===== src/rtl/dpi_stream_sequencer_if.sv =====
// Bundle for the packet byte stream, matcher-bank drive and per-packet result.
// Latency: none, wires only.
// Backpressure: in_valid/in_ready on the input side; matcher and result sides are strobes.
interface dpi_stream_sequencer_if #(
   parameter int N_REGEX = 8
);
   logic               in_valid;
   logic               in_ready;
   logic [7:0]         in_data;
   logic               in_sop;
   logic               in_eop;
   logic [5:0]         in_stream_id;
   logic               load_state;
   logic [5:0]         stream_id;
   logic               new_stream_id;
   logic [7:0]         char_in;
   logic               char_in_vld;
   logic               eop;
   logic [N_REGEX-1:0] enable;
   logic [N_REGEX-1:0] fired;
   logic               res_valid;
   logic [5:0]         res_stream_id;
   logic [N_REGEX-1:0] res_match;

   // Sequencer side
   modport master (
      input  in_valid, in_data, in_sop, in_eop, in_stream_id, fired,
      output in_ready, load_state, stream_id, new_stream_id, char_in, char_in_vld,
             eop, enable, res_valid, res_stream_id, res_match
   );

   // Parser / matcher bank / result consumer side
   modport slave (
      output in_valid, in_data, in_sop, in_eop, in_stream_id, fired,
      input  in_ready, load_state, stream_id, new_stream_id, char_in, char_in_vld,
             eop, enable, res_valid, res_stream_id, res_match
   );
endinterface


===== src/rtl/dpi_stream_sequencer.sv =====
// Sequences one packet at a time into a bank of per-stream regex matchers and reports matches.
// Latency: byte to char_in 1 cycle; load_state to first byte >= LOAD_WAIT+1; last char to eop DRAIN.
// Backpressure: sop held until the matchers are loaded; STREAM always ready. DPI_SEQ_WATCHDOG_EN adds a stall watchdog.
module dpi_stream_sequencer #(
   parameter int N_REGEX   = 8,
   parameter int LOAD_WAIT = 2,
   parameter int DRAIN     = 3
`ifdef DPI_SEQ_WATCHDOG_EN
   , parameter int WDOG_CYCLES = 1024
`endif
) (
   input  logic                   clk,
   input  logic                   rst_n,
   dpi_stream_sequencer_if.master bus,
   input  logic                   cfg_we,
   input  logic                   cfg_clr,
   input  logic [5:0]             cfg_addr,
   input  logic [N_REGEX-1:0]     cfg_mask,
   output logic [31:0]            pkt_cnt,
   output logic [15:0]            drop_cnt
`ifdef DPI_SEQ_WATCHDOG_EN
   , output logic                 wdog_err
`endif
);
   typedef enum logic [2:0] {
      S_IDLE, S_LOAD, S_WAIT, S_STREAM, S_DRAIN, S_EOP, S_REPORT
   } state_t;

   localparam logic [7:0] WAIT_LAST  = 8'(LOAD_WAIT - 1);
   localparam logic [7:0] DRAIN_LAST = 8'(DRAIN - 1);

   state_t             state, state_nxt;
   logic [7:0]         cnt;
   logic               in_ready_c;
   logic               accept;
   logic               wd_trip;

   logic [63:0]        seen;
   logic [N_REGEX-1:0] mask [64];

   logic               load_state_q, new_stream_q, char_vld_q, eop_q, res_valid_q;
   logic [5:0]         stream_id_q, res_id_q;
   logic [7:0]         char_q;
   logic [N_REGEX-1:0] enable_q, res_match_q;

`ifdef DPI_SEQ_WATCHDOG_EN
   localparam int             WW      = $clog2(WDOG_CYCLES + 1);
   localparam logic [WW-1:0]  WD_LAST = WW'(WDOG_CYCLES - 1);
   logic [WW-1:0]             wd_cnt;

   assign wd_trip = (state == S_STREAM) && !bus.in_valid && (wd_cnt == WD_LAST);

   // Count consecutive idle input cycles mid-packet; flag a stall sticky until reset
   always_ff @(posedge clk or negedge rst_n) begin
      if (!rst_n) begin
         wd_cnt   <= '0;
         wdog_err <= 1'b0;
      end else begin
         wd_cnt   <= ((state == S_STREAM) && !bus.in_valid) ? wd_cnt + 1'b1 : '0;
         wdog_err <= wdog_err | wd_trip;
      end
   end
`else
   assign wd_trip = 1'b0;
`endif

   assign accept = bus.in_valid & in_ready_c;

   // Next-state and input handshake
   always_comb begin
      state_nxt  = state;
      in_ready_c = 1'b0;
      case (state)
         S_IDLE: begin
            in_ready_c = bus.in_valid & ~bus.in_sop;
            if (bus.in_valid && bus.in_sop) state_nxt = S_LOAD;
         end
         S_LOAD:   state_nxt = S_WAIT;
         S_WAIT:   if (cnt == WAIT_LAST) state_nxt = S_STREAM;
         S_STREAM: begin
            in_ready_c = 1'b1;
            if ((bus.in_valid && bus.in_eop) || wd_trip) state_nxt = S_DRAIN;
         end
         S_DRAIN:  if (cnt == DRAIN_LAST) state_nxt = S_EOP;
         S_EOP:    state_nxt = S_REPORT;
         S_REPORT: state_nxt = S_IDLE;
         default:  state_nxt = S_IDLE;
      endcase
   end

   // State register and the shared WAIT/DRAIN phase counter
   always_ff @(posedge clk or negedge rst_n) begin
      if (!rst_n) begin
         state <= S_IDLE;
         cnt   <= '0;
      end else begin
         state <= state_nxt;
         cnt   <= ((state_nxt == state) && (state == S_WAIT || state == S_DRAIN)) ? cnt + 8'd1 : '0;
      end
   end

   // Stream table: config writes and the seen set on load; a clear to the same entry wins
   always_ff @(posedge clk or negedge rst_n) begin
      if (!rst_n) begin
         seen <= '0;
         for (int i = 0; i < 64; i++) mask[i] <= '1;
      end else begin
         if (cfg_we) mask[cfg_addr] <= cfg_mask;
         if (state == S_LOAD) seen[stream_id_q] <= 1'b1;
         if (cfg_clr) seen[cfg_addr] <= 1'b0;
      end
   end

   // Registered matcher drive, packet context, result and counters
   always_ff @(posedge clk or negedge rst_n) begin
      if (!rst_n) begin
         load_state_q <= 1'b0;
         new_stream_q <= 1'b0;
         stream_id_q  <= '0;
         enable_q     <= '0;
         char_q       <= '0;
         char_vld_q   <= 1'b0;
         eop_q        <= 1'b0;
         res_valid_q  <= 1'b0;
         res_id_q     <= '0;
         res_match_q  <= '0;
         pkt_cnt      <= '0;
         drop_cnt     <= '0;
      end else begin
         load_state_q <= (state_nxt == S_LOAD);
         eop_q        <= (state_nxt == S_EOP);
         res_valid_q  <= (state_nxt == S_REPORT);
         char_vld_q   <= (state == S_STREAM) && accept;
         if ((state == S_STREAM) && accept) char_q <= bus.in_data;
         // Latch the packet context on the held sop; a clear landing this cycle still counts
         if ((state == S_IDLE) && (state_nxt == S_LOAD)) begin
            stream_id_q  <= bus.in_stream_id;
            enable_q     <= mask[bus.in_stream_id];
            new_stream_q <= ~seen[bus.in_stream_id] | (cfg_clr & (cfg_addr == bus.in_stream_id));
         end else if (state_nxt == S_IDLE) begin
            stream_id_q  <= '0;
            enable_q     <= '0;
            new_stream_q <= 1'b0;
         end
         if (state_nxt == S_REPORT) begin
            res_id_q    <= stream_id_q;
            res_match_q <= bus.fired & enable_q;
            pkt_cnt     <= pkt_cnt + 32'd1;
         end
         if ((state == S_IDLE) && accept && (drop_cnt != 16'hFFFF)) drop_cnt <= drop_cnt + 16'd1;
      end
   end

   assign bus.in_ready      = in_ready_c;
   assign bus.load_state    = load_state_q;
   assign bus.stream_id     = stream_id_q;
   assign bus.new_stream_id = new_stream_q;
   assign bus.char_in       = char_q;
   assign bus.char_in_vld   = char_vld_q;
   assign bus.eop           = eop_q;
   assign bus.enable        = enable_q;
   assign bus.res_valid     = res_valid_q;
   assign bus.res_stream_id = res_id_q;
   assign bus.res_match     = res_match_q;
endmodule


===== src/flat_wrapper.sv =====
// flat-port wrapper written by rule: the top's interface ports become plain ports
module dpi_stream_sequencer_flat 
#(
   parameter int N_REGEX   = 8,
   parameter int LOAD_WAIT = 2,
   parameter int DRAIN     = 3

)
  (clk, rst_n, cfg_we, cfg_clr, cfg_addr, cfg_mask, pkt_cnt, drop_cnt, bus_in_valid, bus_in_data, bus_in_sop, bus_in_eop, bus_in_stream_id, bus_fired, bus_in_ready, bus_load_state, bus_stream_id, bus_new_stream_id, bus_char_in, bus_char_in_vld, bus_eop, bus_enable, bus_res_valid, bus_res_stream_id, bus_res_match);
  dpi_stream_sequencer_if #(.N_REGEX(N_REGEX)) bus_i ();
  input  logic clk;
  input  logic rst_n;
  input  logic cfg_we;
  input  logic cfg_clr;
  input  logic [5:0] cfg_addr;
  input  logic [N_REGEX-1:0] cfg_mask;
  output logic [31:0] pkt_cnt;
  output logic [15:0] drop_cnt;
  input wire logic [$bits(bus_i.in_valid)-1:0] bus_in_valid;
  input wire logic [$bits(bus_i.in_data)-1:0] bus_in_data;
  input wire logic [$bits(bus_i.in_sop)-1:0] bus_in_sop;
  input wire logic [$bits(bus_i.in_eop)-1:0] bus_in_eop;
  input wire logic [$bits(bus_i.in_stream_id)-1:0] bus_in_stream_id;
  input wire logic [$bits(bus_i.fired)-1:0] bus_fired;
  output wire logic [$bits(bus_i.in_ready)-1:0] bus_in_ready;
  output wire logic [$bits(bus_i.load_state)-1:0] bus_load_state;
  output wire logic [$bits(bus_i.stream_id)-1:0] bus_stream_id;
  output wire logic [$bits(bus_i.new_stream_id)-1:0] bus_new_stream_id;
  output wire logic [$bits(bus_i.char_in)-1:0] bus_char_in;
  output wire logic [$bits(bus_i.char_in_vld)-1:0] bus_char_in_vld;
  output wire logic [$bits(bus_i.eop)-1:0] bus_eop;
  output wire logic [$bits(bus_i.enable)-1:0] bus_enable;
  output wire logic [$bits(bus_i.res_valid)-1:0] bus_res_valid;
  output wire logic [$bits(bus_i.res_stream_id)-1:0] bus_res_stream_id;
  output wire logic [$bits(bus_i.res_match)-1:0] bus_res_match;
  assign bus_i.in_valid = bus_in_valid;
  assign bus_i.in_data = bus_in_data;
  assign bus_i.in_sop = bus_in_sop;
  assign bus_i.in_eop = bus_in_eop;
  assign bus_i.in_stream_id = bus_in_stream_id;
  assign bus_i.fired = bus_fired;
  assign bus_in_ready = bus_i.in_ready;
  assign bus_load_state = bus_i.load_state;
  assign bus_stream_id = bus_i.stream_id;
  assign bus_new_stream_id = bus_i.new_stream_id;
  assign bus_char_in = bus_i.char_in;
  assign bus_char_in_vld = bus_i.char_in_vld;
  assign bus_eop = bus_i.eop;
  assign bus_enable = bus_i.enable;
  assign bus_res_valid = bus_i.res_valid;
  assign bus_res_stream_id = bus_i.res_stream_id;
  assign bus_res_match = bus_i.res_match;
  dpi_stream_sequencer #(.N_REGEX(N_REGEX), .LOAD_WAIT(LOAD_WAIT), .DRAIN(DRAIN)) u_core (.clk(clk), .rst_n(rst_n), .bus(bus_i), .cfg_we(cfg_we), .cfg_clr(cfg_clr), .cfg_addr(cfg_addr), .cfg_mask(cfg_mask), .pkt_cnt(pkt_cnt), .drop_cnt(drop_cnt));
endmodule

===== config.mk =====
export PLATFORM = sky130hd
export DESIGN_NAME = dpi_stream_sequencer_flat
export DESIGN_NICKNAME = d
export VERILOG_FILES = /design/src/rtl/dpi_stream_sequencer_if.sv /design/src/rtl/dpi_stream_sequencer.sv /design/src/flat_wrapper.sv
export SDC_FILE = /design/constraint.sdc
export NUM_CORES = 1
export LEC_CHECK = 0
export CAP_MARGIN = 25
export CORE_UTILIZATION = 60
export DETAILED_ROUTE_END_ITERATION = 10
export GPL_ROUTABILITY_DRIVEN = 0
export PLACE_DENSITY = 0.84
export SYNTH_ARGS = -nofsm -noshare
export SYNTH_HDL_FRONTEND = slang
export SYNTH_SLANG_ARGS = --single-unit

===== constraint.sdc =====
create_clock -name clk -period 3.3 [get_ports clk]
set_input_delay 0.495 -clock clk [delete_from_list [all_inputs] [get_ports clk]]
set_output_delay 0.495 -clock clk [all_outputs]
set_load 0.01 [all_outputs]

**After elaboration in Yosys (flattened, before gate mapping)**

Index checks and enable logic that the tools add are counted.

- Bits in registers: 676
- Input port bits: 43
- Output and inout bits: 90
- Logic and storage cells: 156

- $add $sub $neg: 3
- Magnitude comparators: 8
- Equality and inequality tests: 13
- Multiplexer cells: 27
- Bitwise gates (word level): 12
- Reduce and logical (&&, ||, !) cells: 14

Operators by type and width:

| operator | count |
|---|---|
| bitwise mux 512 bit | 1 |
| 2-to-1 mux 64 bit | 2 |
| AND 64 bit | 1 |
| NOT 64 bit | 1 |
| OR 64 bit | 1 |
| binary-select mux 8 bit (select 6 bit) | 1 |
| demux 8 bit (select 6 bit) | 1 |
| 2-to-1 mux 8 bit | 6 |
| adder 32 x 1 -> 32 bit, second input constant | 1 |
| < comparator 6 x 7 -> 1 bit, second input constant | 3 |
| one-hot mux 3 bit (6 select lines) | 1 |
| adder 16 x 1 -> 16 bit, second input constant | 1 |
| inequality test 16 bit, second input constant | 1 |
| greater-or-equal comparator 7 bit, second input constant | 2 |
| NOT 6 -> 7 bit | 2 |
| demux 1 bit (select 6 bit) | 2 |
| equality test 3 bit, second input constant | 4 |
| greater-or-equal comparator 6 x 1 -> 1 bit, second input constant | 2 |
| 2-to-1 mux 3 bit | 4 |
| 2-to-1 mux 6 bit | 2 |
| logical AND 1 bit | 10 |
| adder 8 x 1 -> 8 bit, second input constant | 1 |
| AND 8 bit | 1 |
| equality test 8 x 1 -> 1 bit, second input constant | 1 |
| other kinds (15) | 25 |

**Depth between registers and ports, before layout**

- Depth in word-level cells: 8
- Gate-level depth with buffers: 10
- Mapped depth without buffers: 8

**Least setup slack after synthesis**

Ideal clock, no wire load.

- Path type: input-to-reg
- Start: in bus_in_stream_id[0]
- End: reg u_core.enable_q[4], in the netlist u_core.bus.enable[4]
- Setup time: 140 ps
- Arrival time: 2294 ps
- Data required time: 3160 ps
- Slack: 865 ps
- Stages: 9
- Buffers on the path: 4
- Path through: buf_6 -> buf_4 -> buf_6 -> buf_2 -> mux4_2 -> mux2i_1 -> nor2_1 -> a221oi_1 -> o211ai_1

- Word-level cells in the longest chain between the ends: 5

RTL lines:

| what | line | source |
|---|---|---|
| from (decl) | flat_wrapper.sv:23 | `input wire logic [$bits(bus_i.in_stream_id)-1:0] bus_in_stream_id;` |
| NOT 6 -> 7 bit (implied by the code) | dpi_stream_sequencer.sv:138 | `enable_q <= mask[bus.in_stream_id];` |
| binary-select mux 8 bit (select 6 bit) | dpi_stream_sequencer.sv:138 |  |
| 2-to-1 mux 8 bit (implied by the code) (2 in series) | dpi_stream_sequencer.sv:138 |  |
| 2-to-1 mux 8 bit | dpi_stream_sequencer.sv:136 | `if ((state == S_IDLE) && (state_nxt == S_LOAD)) begin` |
| to (signal assigned) | dpi_stream_sequencer.sv:138 |  |
| to (decl) | dpi_stream_sequencer.sv:44 | `logic [N_REGEX-1:0] enable_q, res_match_q;` |

Every way passes these cells. The select of a mux whose other input is x is not followed.
A chain may end at the register's enable or synchronous reset.

**Worst setup path after layout**

- Start: reg u_core.state[2]
- End: out bus_in_ready

- Word-level cells in the longest chain between the ends: 2
- Elaborated cells between the ends (all ways): 3
- Classes of those cells: eq/ne (1); mux (1); reduce/logical (1)

RTL lines:

| what | line | source |
|---|---|---|
| from (decl) | dpi_stream_sequencer.sv:32 | `state_t state, state_nxt;` |
| from (signal assigned) | dpi_stream_sequencer.sv:97 | `state <= state_nxt;` |
| equality test 3 x 2 -> 1 bit or logical NOT 3 bit (tied branches) | dpi_stream_sequencer.sv:73 | `case (state)` |
| one-hot mux 1 bit (2 select lines) (*) | dpi_stream_sequencer.sv:73 |  |
| to (decl) | flat_wrapper.sv:25 | `output wire logic [$bits(bus_i.in_ready)-1:0] bus_in_ready;` |

Every way passes the cells marked *; elsewhere a longest branch is shown, timed or not.

==> impl_metrics.tcl <==
set metrics [dict create \
    synth.area.top_cells "dfstp_2 43%, mux2_2 19%, dfrtp_1 13%" \
    initial_core_util_pct 60.9 \
    pin_count 133 \
    initialDrtViolationCount 1877 \
    multiInputGateArea_um2 13100 \
    netlist.area_leader.share_pct 42.9 \
    synth_ff_type "dfstp_2" \
    p_int_mw 17.0 \
    final-seq-area_um2 17600 \
    min_path_cells 2 \
    switching_share_pct 25.5 \
    setup_violations 0 \
    leakagePower_nw 14.7 \
    synth.most_common_cell "mux2_2" \
    die_w_um 231 \
    netlist_instances 2138 \
    fill_cells 3222 \
    post-route-period-util_pct 92.5 \
    switching_power_mw 5.82 \
    synth_simple_gate_area_share_pct 5.33 \
    ys_seq_elements 676 \
    finalWirelength_um 78400 \
    critPathKind "reg2out" \
    synth_edf_count 0 \
    grt_max_degree 88 \
    syn_avg_cell_area_um2 14.7 \
    numClockSinks 676 \
    synth_xor_area_share_pct 1.65 \
    placed_cells 2895 \
    netlist_area_um2 31400 \
    cts_tree "done" \
    tightest_slew_ns 1.00 \
    cts_setup_buffers 0 \
    synth-compound-area-share_pct 3.47 \
    first_pass_iters 7 \
    grt_pass1_wl_um 124000 \
    grt_pass1_vias 21171 \
    startpoint_type "register" \
    cts-htree-levels 3 \
    power.density_nw_per_um2 629 \
    path_max_fanout 10 \
    synth_nets 2186 \
    routed_via_density 6.50 \
    pwr-share-comb_pct 16.0 \
    grt_antenna_before_repair 2 \
    finClkSkew_ns 0.0229 \
    async_flop_share_pct 100 \
    root_buffer "clkbuf_16" \
    drv_slew 0 \
    ir_drop_mv 0.555 \
    clock_path_buffers 3 \
    syn_to_final_growth_pct 15.6 \
    critical_path_arrival_ns 2.56 \
    drive_above_1_share_pct 61.1 \
    instances_no_fill 3028 \
    nNetsFinal 2342 \
    track_usage_pct 30.4 \
    vias 19672 \
    overflow 0 \
    drc 0 \
    yosysTopAreaCell "dfstp_2" \
    synth_top_family_by_area "multiplexers" \
    muxShareOfSynthArea_pct 31.2 \
    status "complete, no violations" \
    reg2reg_depth 5 \
    tns_ns 0 \
    maxCapViolCount 0 \
    synthTopCellsByCount "526 x mux2_2, 512 x dfstp_2, 164 x dfrtp_1" \
    seq_area_frac_synth_pct 56.0 \
    dp_hpwl_um 49600 \
    yosysWarnings 0 \
    synthDistinctLibCells 55 \
    cts_buffers 71 \
    p_clk_share_pct 35.7 \
    rows 83 \
    min_path_type "in2reg" \
    core_area_um2 51500 \
    clk_latency_ns 0.62 \
    port-buffer-count 132 \
    max_slew_margin_pct 33.1 \
    required_ns 2.80 \
    detail-route-antenna-nets 0 \
    seqPwrFrac_pct 48.3 \
    rsz0062_at_grt "no" \
    die_y_um 231 \
    clk_pin_slew_ns 0.06 \
    hold_viol 0 \
    max_freq_mhz 328 \
    dieArea_um2 53200 \
    yosys.area_share.adder_pct 0.199 \
    wire_per_inst_um 25.9 \
    antenna_cells 0 \
    endpoint_kind "output port" \
    finalCriticalPeriod_ns 3.05 \
]
## timing repair
item | CTS | global route
hold buffers | 1 | 0
resized for setup | 0 | 0
endpoints found under the hold margin | 25 | 0
## cells in the final DEF, fill, tap and decap left out, types with 6 or more instances in the layout
cell and instances:
a21oi_1 144, clkdlybuf4s50_1 119, nor2_1 74, mux4_2 160, clkbuf_1 18, nand4_1 9
xnor2_1 35, xor2_1 24, dfstp_2 512, and3_1 15, nor2b_1 15, buf_4 80
nand2_1 118, buf_12 20, clkbuf_8 18, dfrtp_1 164, nand2b_1 9, mux2_2 526
mux2i_1 27, nand3_1 35, nor3_1 8, and2_1 14, and4_1 7, clkbuf_16 74
buf_2 10, clkinv_2 6, a211oi_1 12
## power by group through the flow
| stage | logic [mW] | clock network (mW) | registers (mW) |
|---|---|---|---|
| floorplan | 2.33 | 0 | 10.8 |
| global placement | 3.44 | 0 | 10.9 |
| detailed placement | 3.60 | 0 | 11.1 |
| CTS | 3.64 | 8.24 | 11.0 |
| global route | 3.92 | 8.58 | 11.1 |
| finish | 3.65 | 8.14 | 11.0 |
## worst max-delay path, cell delays in order, from the launching register on
cell	delay (ns)
dfrtp_1	0.49
or4b_4	0.62
nand2b_4	0.19
nand2_1	0.07
clkdlybuf4s50_1	0.55
## kinds of logic after synthesis
kind of cell / Yosys count
muxes: 713
xor gates and xnor gates: 59
DFF: 676
buffers and inverters: 156
adders and majority gates: 5
AOI/OAI and AO/OA: 192
and+or+nand+nor: 337
## final timing paths
| kind | start | to | slack (ns) |
|---|---|---|---|
| max | u_core.state[2] | bus_in_ready | 0.25 |
| min in group asynchronous | rst_n | u_core.cnt[1] | 0.51 |
| max in group asynchronous | rst_n | u_core.mask[188] | 1.80 |
| min reg2reg | u_core.bus.res_match[6] | u_core.bus.res_match[6] | 0.47 |
| max reg2reg | u_core.state[0] | u_core.seen[62] | 0.77 |
| min | cfg_mask[6] | u_core.mask[78] | 0.18 |
## metal layers
layer  track usage, %  share of wire [%]
met5                0              0.034
met4             11.6                3.6
met3             6.83                7.5
met2             48.3                 48
met1             41.4                 41
## state kept, by name (all words and copies together) (netlist names)
register,count
u_core.bus.enable,8
u_core.mask,512
u_core.bus.char_in,8
u_core.drop_cnt,16
u_core.cnt,8
u_core.bus.res_stream_id,6
u_core.bus.stream_id,6
u_core.pkt_cnt,32
u_core.bus.res_valid,1
u_core.seen,64
u_core.bus.char_in_vld,1
u_core.state,3
u_core.bus.res_match,8
u_core.bus.load_state,1
u_core.bus.new_stream_id,1
u_core.bus.eop,1
## stage by stage
step	total power, mW	worst slack (ns)	hold WS, ns	utilization, %	cell area [um^2]
after floorplan	13.1	0.865	0.199	-	31400
after detailed placement	14.7	0.366	0.463	65.5	33800
final	22.8	0.249	0.185	70.4	36200
after CTS	22.8	0.225	0.422	70.2	36100
after global placement	14.4	0.362	0.451	65.4	33700
after global routing	23.6	0.178	0.174	70.4	36200
## final cells by class
type                       count  share of cell area (%)
sequential                   676                    48.4
clock buffer                 110                    5.98
timing repair buffer         233                    6.33
inverter                       6                  0.0621
multi-input combinational   1306                    36.3
clock inverter                17                   0.583
tap                          680                    2.35
No activity file was read; power rests on OpenSTA's default activity.
